--- src/rtl/multi_player_clock.sv ---
// Multi-player game clock: per-player countdown timers with sudden death,
// Fischer increment and simple delay modes, plus registered PIO exports of
// the selected player's time and a packed status word.
module multi_player_clock #(
    parameter int NUM_PLAYERS = 2,
    parameter int CLK_HZ      = 50000000,
    parameter int TICK_HZ     = 10,
    parameter int TIME_W      = 32
) (
    input  logic                   clk_clk,
    input  logic                   reset_reset,
    input  logic                   cfg_load,
    input  logic [TIME_W-1:0]      cfg_time,
    input  logic [15:0]            cfg_incr,
    input  logic [1:0]             cfg_mode,
    input  logic                   start,
    input  logic                   pause,
    input  logic [NUM_PLAYERS-1:0] player_done,
    input  logic [2:0]             rd_sel,
    output logic [31:0]            time_export,
    output logic [31:0]            mode_export
);

    localparam int DIV   = (CLK_HZ / TICK_HZ < 1) ? 1 : CLK_HZ / TICK_HZ;
    localparam int PRE_W = (DIV < 2) ? 1 : $clog2(DIV);
    localparam logic [32:0] TIME_MAX = (33'd1 << TIME_W) - 33'd1;

    typedef enum logic [1:0] {
        ST_IDLE     = 2'd0,
        ST_RUNNING  = 2'd1,
        ST_PAUSED   = 2'd2,
        ST_EXPIRED  = 2'd3
    } state_t;

    state_t            state;
    logic [TIME_W-1:0] times [NUM_PLAYERS];
    logic [2:0]        active;
    logic [2:0]        expired;
    logic              flag;
    logic [15:0]       dly_cnt;
    logic [PRE_W-1:0]  presc;
    logic [15:0]       incr_q;
    logic [1:0]        mode_q;

    logic              tick;
    logic              dly_hold;
    logic              move_ok;
    logic              expire_now;
    logic [TIME_W-1:0] cur_time;
    logic [TIME_W-1:0] ticked_time;
    logic [TIME_W-1:0] inc_time;
    logic [32:0]       sum;
    logic [2:0]        next_active;

    // Active player's time after this cycle's tick, Fischer sum and move qualification
    always_comb begin
        cur_time = '0;
        move_ok  = 1'b0;
        for (int i = 0; i < NUM_PLAYERS; i++) begin
            if (active == 3'(i)) begin
                cur_time = times[i];
                move_ok  = player_done[i];
            end
        end
        tick        = (state == ST_RUNNING) && (presc == PRE_W'(DIV - 1));
        // Simple-delay mode burns the delay budget before touching the time
        dly_hold    = (mode_q == 2'd2) && (dly_cnt < incr_q);
        ticked_time = (tick && !dly_hold) ? cur_time - TIME_W'(1) : cur_time;
        // A tick that empties the clock beats a move in the same cycle
        expire_now  = tick && !dly_hold && (cur_time == TIME_W'(1));
        sum         = 33'(ticked_time) + 33'(incr_q);
        inc_time    = (sum > TIME_MAX) ? '1 : sum[TIME_W-1:0];
        next_active = (active == 3'(NUM_PLAYERS - 1)) ? 3'd0 : active + 3'd1;
    end

    // Game state machine, player times, prescaler and delay counter
    always_ff @(posedge clk_clk or posedge reset_reset) begin
        if (reset_reset) begin
            state   <= ST_IDLE;
            for (int i = 0; i < NUM_PLAYERS; i++) times[i] <= '0;
            active  <= '0;
            expired <= '0;
            flag    <= 1'b0;
            dly_cnt <= '0;
            presc   <= '0;
            incr_q  <= '0;
            mode_q  <= '0;
        end else if (cfg_load && state != ST_RUNNING) begin
            for (int i = 0; i < NUM_PLAYERS; i++) times[i] <= cfg_time;
            incr_q  <= cfg_incr;
            mode_q  <= cfg_mode;
            active  <= '0;
            dly_cnt <= '0;
            flag    <= 1'b0;
            state   <= ST_IDLE;
        end else begin
            case (state)
                ST_IDLE, ST_PAUSED: begin
                    if (start && !pause) begin
                        state <= ST_RUNNING;
                        presc <= '0;
                    end
                end
                ST_RUNNING: begin
                    if (cur_time == '0) begin
                        state   <= ST_EXPIRED;
                        flag    <= 1'b1;
                        expired <= active;
                    end else begin
                        presc <= tick ? '0 : presc + PRE_W'(1);
                        if (tick && dly_hold) dly_cnt <= dly_cnt + 16'd1;
                        for (int i = 0; i < NUM_PLAYERS; i++) begin
                            if (active == 3'(i)) begin
                                times[i] <= (move_ok && !expire_now && mode_q == 2'd1)
                                            ? inc_time : ticked_time;
                            end
                        end
                        if (move_ok && !expire_now) begin
                            active  <= next_active;
                            dly_cnt <= '0;
                        end
                        if (pause) state <= ST_PAUSED;
                    end
                end
                default: ; // EXPIRED waits for cfg_load or reset
            endcase
        end
    end

    // Registered PIO exports: selected player time and packed status word
    always_ff @(posedge clk_clk or posedge reset_reset) begin
        if (reset_reset) begin
            time_export <= '0;
            mode_export <= '0;
        end else begin
            time_export <= '0;
            for (int i = 0; i < NUM_PLAYERS; i++) begin
                if (rd_sel == 3'(i)) time_export <= 32'(times[i]);
            end
            mode_export <= {18'd0, mode_q, 1'b0, expired, 1'b0, active,
                            1'b0, flag, state};
        end
    end

endmodule

--- config.mk ---
export PLATFORM = sky130hd
export DESIGN_NAME = multi_player_clock
export DESIGN_NICKNAME = d
export VERILOG_FILES = /design/src/rtl/multi_player_clock.sv
export SDC_FILE = /design/constraint.sdc
export NUM_CORES = 1
export LEC_CHECK = 0
export CORE_AREA = 4 4 159 115
export CTS_BUF_LIST = sky130_fd_sc_hd__clkbuf_2 sky130_fd_sc_hd__clkbuf_4 sky130_fd_sc_hd__clkbuf_8
export DETAILED_ROUTE_END_ITERATION = 7
export DIE_AREA = 0 0 163 119
export GPL_TIMING_DRIVEN = 1
export PLACE_DENSITY = 0.88
export SYNTH_ARGS = -nofsm -noshare
export SYNTH_HDL_FRONTEND = slang
export SYNTH_SLANG_ARGS = --single-unit
--- constraint.sdc ---
create_clock -name clk_clk -period 11.8 [get_ports clk_clk]
set_clock_uncertainty 0.1 [all_clocks]
set_input_delay 2.36 -clock clk_clk [delete_from_list [all_inputs] [get_ports clk_clk]]
set_output_delay 2.36 -clock clk_clk [all_outputs]
set_load 0.05 [all_outputs]
Word level (Yosys, flattened, before mapping)

Cells that the tools add are included.

Input port bits: 60
Output and inout port bits: 64
Register bits after elaboration: 173

$add $sub $neg: 5
$lt $le $gt $ge: 2
Bitwise operators: 1
Multiplexer cells: 36
Reduce and logical (&&, ||, !) cells: 33
Equal/unequal tests: 14

Operators by type and width:

| cell                    | count |
|---|---|
| $mux W32                | 9 |
| $mux W64                | 3 |
| $mux W16                | 5 |
| $mux W23                | 3 |
| $pmux W23 S2            | 1 |
| $add A32 B16 Y33        | 1 |
| $gt A33 B32 Y1 const B  | 1 |
| $eq A32 B1 Y1 const B   | 1 |
| $logic_not A32 Y1       | 1 |
| $sub A32 B1 Y32 const B | 1 |
| $add A23 B1 Y23 const B | 1 |
| $eq A23 B23 Y1 const B  | 1 |
| $reduce_and A3 Y1       | 6 |
| $add A16 B1 Y16 const B | 1 |
| $lt A16 B16 Y1          | 1 |
| $mux W3                 | 5 |
| $reduce_bool A2 Y1      | 6 |
| $logic_and A1 B1 Y1     | 9 |
| $mux W2                 | 4 |
| $eq A3 B1 Y1 const B    | 2 |
| $logic_not A3 Y1        | 2 |
| $ne A2 B2 Y1 const B    | 3 |
| $reduce_bool A3 Y1      | 2 |
| $mux W1                 | 5 |
| 13 further kinds        | 17 |

Depth between registers and ports, before layout

Gate-level depths: netlist (run 1).

Word-level depth: 13
Gate-level depth with buffers: 27
Mapped depth without buffers: 21

Worst setup path after synthesis (run 1)

OpenSTA, ideal clock, no wires.

Kind: register to register
Start: register active[0]
End: register times[20] (netlist bit)
Library setup time: 137 ps
Setup slack: 6130 ps
Period minus slack after synthesis: 5670 ps
Cell stages (with the launch flop): 25
Buffers on the path: 5
Data arrival time: 5433 ps
Cell sequence: dfrtp_1 -> buf_4 -> buf_2 -> buf_2 -> buf_2 -> clkbuf_1 -> mux2_2 -> nand2_1 -> ha_1 -> inv_1 -> nor3_2 -> nand2_1 -> nor3_1 -> o32ai_1 -> ha_1 -> nand4_1 -> or2_2 -> o31ai_1 -> nand4_1 -> o2bb2ai_1 -> nor4_2 -> nor2b_1 -> mux2i_1 -> a211oi_1 -> a21oi_1

Cells in the longest elaborated chain, start to end: 13

Ends and longest elaborated chain:

| item                                                         | RTL line | text |
|---|---|---|
| start, declared                                              | 37       | `logic [2:0] active;` |
| start signal, assigned                                       | 119      | `active <= next_active;` |
| $logic_not A3 Y1                                             | 60       | `if (active == 3'(i)) begin` |
| $mux W32 (2 in series)                                       | 60       |  |
| $sub A32 B1 Y32 / $eq A32 B1 Y1 (equally long branches)      | 68, 70   |  |
| $mux W32 / $logic_and A1 B1 Y1 (equally long branches)       | 68, 70   |  |
| $add A32 B16 Y33 / $logic_not A1 Y1 (equally long branches)  | 71, 114  |  |
| $gt A33 B32 Y1 / $logic_and A1 B1 Y1 (equally long branches) | 72, 114  |  |
| $mux W32 / $logic_and A1 B1 Y1 (equally long branches)       | 72, 114  |  |
| $mux W32                                                     | 115      | `? inc_time : ticked_time;` |
| $mux W32                                                     | 113      | `if (active == 3'(i)) begin` |
| $mux W64                                                     | 105      | `if (cur_time == '0) begin` |
| $mux W64                                                     | 97       | `case (state)` |
| $mux W64                                                     | 88       | `end else if (cfg_load && state != ST_RUNNING) begin` |
| end signal, assigned by index                                | 114      | `times[i] <= (move_ok && !expire_now && mode_q == 2'd1)` |
| end, declared                                                | 36       | `logic [TIME_W-1:0] times [NUM_PLAYERS];` |

Several ways; a longest one is shown, not always the timed one. The select of a mux whose other input is x is not followed.
A chain may end at the register's enable or synchronous reset.

Worst setup path in the final report (run 1)

Start: register dly_cnt[8]
End: register times[9] (netlist bit)

Cells in the longest elaborated chain, start to end: 13

Ends and longest elaborated chain:

| item                                                         | RTL line | text |
|---|---|---|
| start, declared                                              | 40       | `logic [15:0] dly_cnt;` |
| start signal, assigned                                       | 111      | `if (tick && dly_hold) dly_cnt <= dly_cnt + 16'd1;` |
| $lt A16 B16 Y1 (*)                                           | 67       | `dly_hold = (mode_q == 2'd2) && (dly_cnt < incr_q);` |
| $logic_and A1 B1 Y1 (*)                                      | 67       |  |
| $logic_not A1 Y1 (*)                                         | 68, 70   |  |
| $logic_and A1 B1 Y1 (*)                                      | 68, 70   |  |
| $mux W32 / $logic_and A1 B1 Y1 (equally long branches)       | 68, 70   |  |
| $add A32 B16 Y33 / $logic_not A1 Y1 (equally long branches)  | 71, 114  |  |
| $gt A33 B32 Y1 / $logic_and A1 B1 Y1 (equally long branches) | 72, 114  |  |
| $mux W32 / $logic_and A1 B1 Y1 (equally long branches)       | 72, 114  |  |
| $mux W32 (*)                                                 | 115      |  |
| $mux W32 (*)                                                 | 113      |  |
| $mux W64 (*)                                                 | 105      |  |
| $mux W64 (*)                                                 | 97       |  |
| $mux W64 (*)                                                 | 88       |  |

Mark *: on every way between the ends. The rest lies on a longest branch, timed or not. The select of a mux whose other input is x is not followed.

==> qor.csv, run 1 <==
metric,value,unit
cts-resized-gates,0,
worst_setup_path_start_kind,flop,
antenna_found_initial,0,
tightest_slew,1.23,ns
std_cell_rows,40,
ant_nets,0,
cts_sinks,173,
synth_warnings,0,
syn_inst,1175,
cp_data_arrival_time,7.24,ns
worst_path_most_repeated_cell,nand4_1,
async_flop_share,1.00,
cts_tree,yes,
path_clk_slew,0.10,ns
nNetsFinal,1351,
antenna_cells,0,
worstHoldEndpoint,mode_export[8]$_DFF_PP0_,
grt_overflow_total,0,
initialDrtViolationCount,989,
holdPathStages,0,
via_count,9321,
worstSkewPairLatency,0.48,ns
drc,0,
cts-root-buf,clkbuf_8,
syn_avg_cell_area,8.89,um2
yosys_register_bits,173,
clockBufferDepth,2,
netlist.area_leader.share,0.414,
port_buffers,102,
swShare,0.466,
crit_path_top_delay_cell,a31oi_1,
dieArea,0.0194,mm2
netlist_area,0.0104,mm2
dpl.hpwl,20300,um
grt_max_degree,77,
pre_cts_slack,5.07,ns
coreArea,0.0168,mm2
wire_per_inst,18.7,um
holdBufCountCts,0,
totalWireLength,28000,um
grt_pass1_vias,8593,
io_pins,124,
slew_headroom,0.175,
vias_per_cell,6.23,
cts_setup_buffers,0,
min_period,6.96,ns
combPwrFrac,0.514,
cts_buffers,17,
areaGrowthSynthToFinish,14.2,%
crit_type,flop to flop,
grt_pass1_wl,44900,um
cp_data_required_time,12.08,ns
clock_power_share,0.152,
synthDistinctLibCells,74,
initial_core_util,0.621,
yosys-top-cells-area,"dfrtp_1, nor2_1, ha_1, nand2_1, mux2i_1",
slowest_delay,0.96,ns
switchingPower,1.25,mW
reg2reg_slack,4.84,ns
track_usage,0.290,
die_h,119,um
synth_top_area_cell,dfrtp_1,
ir_worst_vdd,144,uV
num-fill-cells,1312,
grt_setup_unrepaired,false,
status,completed,
r2r_cells,19,
synth_ff_type,dfrtp_1,
r2r-start,dly_cnt[8]$_DFFE_PP0P_,
h-tree-depth,4,
hold_violations,0,
die_w,163,um
fin_ws,4.84,ns
cp_cell_sequence,"ha_1, and4_1, nand2_1, or4_1, a31oi_1, nand3_1, o211ai_1, o21ai_0, ha_1, nand4_1, or2_2, o31ai_1, nand4_1, o2bb2ai_1, nor2_1, nand4_1, o21ai_1, o22ai_1, o21ai_1",
power.leakage,5.16,nW
synth_edf_count,0,
gp_congestion,0.968,
r2r_end,times[9]$_DFFE_PP0P_,
drt_pass1_iterations,6,
max-cap-violations,0,
finalSetupTns,0,ns
p_int,1.43,mW
seq_area_frac_synth,0.414,
power.density,224,mW/mm2
pwr-share-seq,0.334,
drive_gt1_frac,0.0719,
min_path_type,flop to flop,
fmax,144,MHz
setup_viol,0,
fin_crit_sh,0.590,
crit_path_max_fanout,13,
hold_start,expired[0]$_DFFE_PP0P_,
critPathCaptureType,flop,
slew_violations,0,
worst max-delay path: cells and delay by family (launching register included):
family,cells,cell delay [ns]
flip-flops,1,0.45
AND/OR/NAND/NOR,9,2.29
AO/OA/AOI/OAI,8,3.28
adder cells (fa/ha/maj),2,0.74
state kept, by name (all words and copies together), names as in the netlist:
signal,flops
mode_export,11
active,3
dly_cnt,16
times,64
mode_q,2
time_export,32
state,2
flag,1
expired,3
incr_q,16
presc,23
metrics by stage:
step / util / total power [mW] / instances / hold WS [ns] / instance area [um2]
6_report: 0.710 / 2.67 / 1497 / 0.285 / 11900
5_1_grt: 0.710 / 2.85 / 1497 / 0.291 / 11900
4_1_cts: 0.710 / 2.65 / 1497 / 0.286 / 11900
3_5_place_dp: 0.687 / 2.23 / 1465 / 0.257 / 11600
3_3_place_gp: 0.687 / 2.20 / 1465 / 0.258 / 11600
2_1_floorplan: - / 1.90 / 1195 / 0.249 / 10500
how the worst max path moves through the flow:
| stage | to | slack, ns | start | depth (start not counted) |
|---|---|---|---|---|
| after floorplan | active[0]$_DFFE_PP0P_ | 4.65 | reset_reset | 1 |
| after global placement | times[23]$_DFFE_PP0P_ | 5.28 | dly_cnt[11]$_DFFE_PP0P_ | 19 |
| after detailed placement | times[54]$_DFFE_PP0P_ | 5.07 | dly_cnt[11]$_DFFE_PP0P_ | 19 |
| after CTS | times[9]$_DFFE_PP0P_ | 5.00 | dly_cnt[8]$_DFFE_PP0P_ | 19 |
| after global routing | times[9]$_DFFE_PP0P_ | 4.36 | incr_q[15]$_DFFE_PP0P_ | 20 |
| final | times[9]$_DFFE_PP0P_ | 4.84 | dly_cnt[8]$_DFFE_PP0P_ | 19 |
power groups by stage:
stage                     Combinational [mW]  Clock (mW)  Sequential (mW)
after CTS                               1.35       0.409            0.887
after detailed placement                1.34           0            0.898
after global placement                  1.31           0            0.889
final                                   1.37       0.406            0.894
after global routing                    1.50       0.434            0.912
after floorplan                        0.987           0            0.913
area by class of cell:
| cell class | count | area, um2 | area share |
|---|---|---|---|
| clock inverters | 14 | 134 | 0.0112 |
| well taps | 231 | 289 | 0.0242 |
| clock buffers | 18 | 241 | 0.0202 |
| multi-input cells | 916 | 5700 | 0.478 |
| inverters | 30 | 118 | 0.00986 |
| repair buffers | 115 | 1120 | 0.0938 |
| flip-flops and latches | 173 | 4330 | 0.363 |
cell usage in the layout, fill, tap and decap left out, types with 12 or more instances in the layout:
cell type and instances:
ha_1 37, and3_1 19, nand4_1 20, a31oi_1 26
clkdlybuf4s50_1 102, o22ai_1 13, a21oi_1 73, inv_1 29
mux2i_1 40, buf_4 13, o21ai_0 76, nor3_1 24
nor2_1 145, nand2_1 110, xnor2_1 30, a22o_1 32
xor2_1 32, conb_1 21, dfrtp_1 172, a21oi_2 12
o21ai_1 25, nand3_1 31, clkbuf_8 17
layer usage:
layer / global-route usage / vias to the layer above / wire length [um]
li1: - / 4326 / -
met1: 0.421 / 4493 / 12100
met2: 0.449 / 453 / 12900
met3: 0.0560 / 49 / 2630
met4: 0.0760 / 0 / 428
met5: 0 / - / 0
Yosys cell counts, types with 9 or more instances:
cell / number
a21o_1: 11
dfrtp_1: 173
nand3_1: 31
buf_4: 23
nor3_1: 25
nor2_1: 146
and3_1: 19
a21oi_2: 10
o31ai_1: 11
a22o_1: 32
o22ai_1: 13
a21oi_1: 75
o21ai_0: 76
o21ai_1: 25
ha_1: 37
xor2_1: 32
nand4_1: 20
nor4_1: 11
nand2_1: 110
mux2i_1: 40
and2_1: 9
clkbuf_1: 40
a31oi_1: 26
inv_1: 30
xnor2_1: 30
or3_1: 9
cell families after synthesis:
logic type               after synthesis  synth area share
AND/OR/NAND/NOR                      427             0.198
other                                  1          0.000359
adder cells (fa/ha/maj)               38            0.0462
buffers and inverters                106            0.0493
AO/OA/AOI/OAI                        320             0.193
flip-flops                           173             0.414
XOR/XNOR                              62            0.0520
multiplexers                          48            0.0469
(Power assumes the default switching activity.)
==> run 2: changes to the inputs <==
--- a/config.mk
+++ b/config.mk
@@ -5,12 +5,12 @@
 export SDC_FILE = /design/constraint.sdc
 export NUM_CORES = 1
 export LEC_CHECK = 0
-export CORE_AREA = 4 4 159 115
+export CORE_AREA = 4 4 165 119
 export CTS_BUF_LIST = sky130_fd_sc_hd__clkbuf_2 sky130_fd_sc_hd__clkbuf_4 sky130_fd_sc_hd__clkbuf_8
 export DETAILED_ROUTE_END_ITERATION = 7
-export DIE_AREA = 0 0 163 119
+export DIE_AREA = 0 0 169 123
 export GPL_TIMING_DRIVEN = 1
-export PLACE_DENSITY = 0.88
+export PLACE_DENSITY = 0.82
 export SYNTH_ARGS = -nofsm -noshare
 export SYNTH_HDL_FRONTEND = slang
 export SYNTH_SLANG_ARGS = --single-unit
==> constraint.sdc (replaced) <==
create_clock -name clk_clk -period 6.82 [get_ports clk_clk]
set_clock_uncertainty 0.1 [all_clocks]
set_input_delay 1.364 -clock clk_clk [delete_from_list [all_inputs] [get_ports clk_clk]]
set_output_delay 1.364 -clock clk_clk [all_outputs]
set_load 0.05 [all_outputs]
==> run 2 against run 1 <==
Effect of this change: clock power up 99%; utilization down 3.7 points; non-clock buffer count is 6 higher; combinational power up 76%; sequential power grew 71%; cell area grew 0.95%; die area grew 7.2%; fmax is 12% higher; largest cell class unchanged.
==> qor.csv, run 2 (synthesized netlist as in run 1, its figures left out) <==
metric,value,unit,change
reg2reg_slack,0.63,ns,was 4.84 ns
finalSetupTns,0,ns,unchanged
ant_nets,0,,unchanged
grt_pass1_wl,46400,um,was 44900 um
worst_setup_path_start_kind,flop,,unchanged
fmax,162,MHz,was 144 MHz
drt_pass1_iterations,6,,unchanged
antenna_cells,0,,unchanged
cts_buffers,17,,unchanged
clockBufferDepth,2,,unchanged
fin_crit_sh,0.908,,was 0.590
initialDrtViolationCount,924,,was 989
antenna_found_initial,0,,unchanged
r2r_end,times[32]$_DFFE_PP0P_,,was times[9]$_DFFE_PP0P_
slew_headroom,0.302,,was 0.175
status,completed,,unchanged
io_pins,124,,unchanged
placed_cell_area,0.0116,mm2,about the same
slowest_delay,0.87,ns,was 0.96 ns
fin_util,0.673,,was 0.710
dpl.hpwl,20600,um,was 20300 um
min_period,6.19,ns,was 6.96 ns
design_area,0.0120,mm2,was 0.0119 mm2
largest-register,times,,unchanged
std_cell_rows,41,,was 40
worstSkewPairLatency,0.49,ns,was 0.48 ns
min_path_type,flop to flop,,unchanged
hold_violations,0,,unchanged
setup_viol,0,,unchanged
power.leakage,5.22,nW,was 5.16 nW
crit_type,flop to flop,,unchanged
tightest_slew,1.05,ns,was 1.23 ns
path_depth,20,,was 19
holdPathStages,0,,unchanged
cts_sinks,173,,unchanged
r2r_cells,20,,was 19
nNetsFinal,1357,,was 1351
cts_tree,yes,,unchanged
totalWireLength,28500,um,was 28000 um
die_h,123,um,was 119 um
gp_congestion,0.938,,was 0.968
port_buffers,102,,unchanged
hold_start,flag$_DFFE_PP0P_,,was expired[0]$_DFFE_PP0P_
r2r-start,incr_q[13]$_DFFE_PP0P_,,was dly_cnt[8]$_DFFE_PP0P_
coreArea,0.0179,mm2,was 0.0168 mm2
top_regs,"times (64), time_export (32), presc (23)",,unchanged
critPathCaptureType,flop,,unchanged
grt_overflow_total,0,,unchanged
drive_gt1_frac,0.0763,,was 0.0719
ir_worst_vdd,210,uV,was 144 uV
initial_core_util,0.584,,was 0.621
cp_data_required_time,7.07,ns,was 12.08 ns
power.density,394,mW/mm2,was 224 mW/mm2
h-tree-depth,4,,unchanged
cts-root-buf,clkbuf_8,,unchanged
holdBufCountCts,0,,unchanged
die_w,169,um,was 163 um
slew_violations,0,,unchanged
grt_pass1_vias,8775,,was 8593
cts-resized-gates,0,,unchanged
grt_max_degree,64,,was 77
via_count,9280,,was 9321
cp_top_family,compound AO/OA/AOI/OAI gates,,unchanged
cp_data_arrival_time,6.44,ns,was 7.24 ns
areaGrowthSynthToFinish,15.3,%,was 14.2%
final_common_cell,dfrtp_1,,unchanged
worst_path_most_repeated_cell,a21oi_1,,was nand4_1
worstHoldEndpoint,mode_export[2]$_DFF_PP0_,,was mode_export[8]$_DFF_PP0_
crit_path_max_fanout,13,,unchanged
max-cap-violations,0,,unchanged
grt_setup_unrepaired,false,,unchanged
vias_per_cell,6.15,,was 6.23
drc,0,,unchanged
crit_path_top_delay_cell,a41oi_2,,was a31oi_1
path_clk_slew,0.10,ns,about the same
cts_setup_buffers,0,,unchanged
track_usage,0.279,,was 0.290
largest_register_ffs,64,,unchanged
layout_common_cells,"dfrtp_1, nor2_1, nand2_1",,unchanged
cp.buffers_inverters,1,,was 0
wire_per_inst,18.9,um,was 18.7 um
dieArea,0.0208,mm2,was 0.0194 mm2
cp_cell_sequence,"inv_1, ha_1, and4_1, nand4_1, or4_1, a31o_1, xnor2_1, ha_1, fa_1, a21o_1, a21o_1, a211oi_1, o31ai_1, nand4_1, o2bb2ai_1, nor3_1, a41oi_2, a21oi_1, a21oi_1, a21oi_1",,"was ha_1, and4_1, nand2_1, or4_1, a31oi_1, nand3_1, o211ai_1, o21ai_0, ha_1, nand4_1, or2_2, o31ai_1, nand4_1, o2bb2ai_1, nor2_1, nand4_1, o21ai_1, o22ai_1, o21ai_1"
-- run 2: cell count changes in the layout (fill, tap and decap cells not counted) --
cell / previous run / this run
clkbuf_4: 1 / 0
clkinvlp_4: 1 / 0
clkinv_2: 3 / 1
clkbuf_8: 17 / 18
inv_8: 1 / 3
inv_6: 6 / 8
bufinv_16: 1 / 3
buf_4: 13 / 19
clkinv_4: 3 / 0
-- run 2: layer usage --
layer,part of all wire,vias to the layer above,track usage
met5,0,-,0
met3,0.084,39,0.0665
met2,0.45,406,0.432
met4,0.017,0,0.0709
met1,0.45,4498,0.400
li1,-,4337,-
-- run 2: stage by stage --
stage          instances  power, mW  setup WS (ns)  hold WS (ns)
2_1_floorplan       1195       3.29          0.668         0.249
3_3_place_gp        1476       3.86           1.03         0.253
3_5_place_dp        1476       3.89          0.776         0.265
4_1_cts             1508       4.71          0.722         0.287
5_1_grt             1508       5.06          0.254         0.291
6_report            1508       4.74          0.631         0.288
-- run 2: worst reg2reg max path: cells and delay by family (launching register included) --
kind | cells | cell delay (ns)
AO/OA/AOI/OAI | 10 | 3.07
XOR/XNOR | 1 | 0.23
adder cells (fa/ha/maj) | 3 | 0.95
buffers and inverters | 1 | 0.07
flip-flops | 1 | 0.39
AND/OR/NAND/NOR | 5 | 1.25
-- run 2: worst max path at each step --
stage,startpoint,end
6_report,incr_q[13]$_DFFE_PP0P_,times[32]$_DFFE_PP0P_
5_1_grt,incr_q[6]$_DFFE_PP0P_,times[0]$_DFFE_PP0P_
4_1_cts,incr_q[13]$_DFFE_PP0P_,times[32]$_DFFE_PP0P_
3_5_place_dp,incr_q[11]$_DFFE_PP0P_,times[32]$_DFFE_PP0P_
3_3_place_gp,incr_q[11]$_DFFE_PP0P_,times[1]$_DFFE_PP0P_
2_1_floorplan,reset_reset,active[0]$_DFFE_PP0P_
-- run 2: cell type report --
class / count / area (um2)
Inverter: 30 / 118
Timing Repair Buffer: 121 / 1160
Fill cell: 1470 / 5860
Tap cell: 236 / 295
Sequential cell: 173 / 4330
Clock inverter: 14 / 190
Multi-Input combinational cell: 916 / 5700
Clock buffer: 18 / 248
-- run 2: power breakdown --
group          switching [mW]  internal, mW
clock network           0.420         0.387
registers               0.256          1.27
logic                    1.51         0.898
total                    2.18          2.56
==> run 3: changes to the inputs <==
--- a/config.mk
+++ b/config.mk
@@ -7,6 +7,7 @@
 export LEC_CHECK = 0
 export CORE_AREA = 4 4 165 119
 export CTS_BUF_LIST = sky130_fd_sc_hd__clkbuf_2 sky130_fd_sc_hd__clkbuf_4 sky130_fd_sc_hd__clkbuf_8
+export CTS_CLUSTER_DIAMETER = 200
 export DETAILED_ROUTE_END_ITERATION = 7
 export DIE_AREA = 0 0 169 123
 export GPL_TIMING_DRIVEN = 1
==> results of run 3 <==
Same layout as run 2: the final DEF is identical, and so are final timing and power.
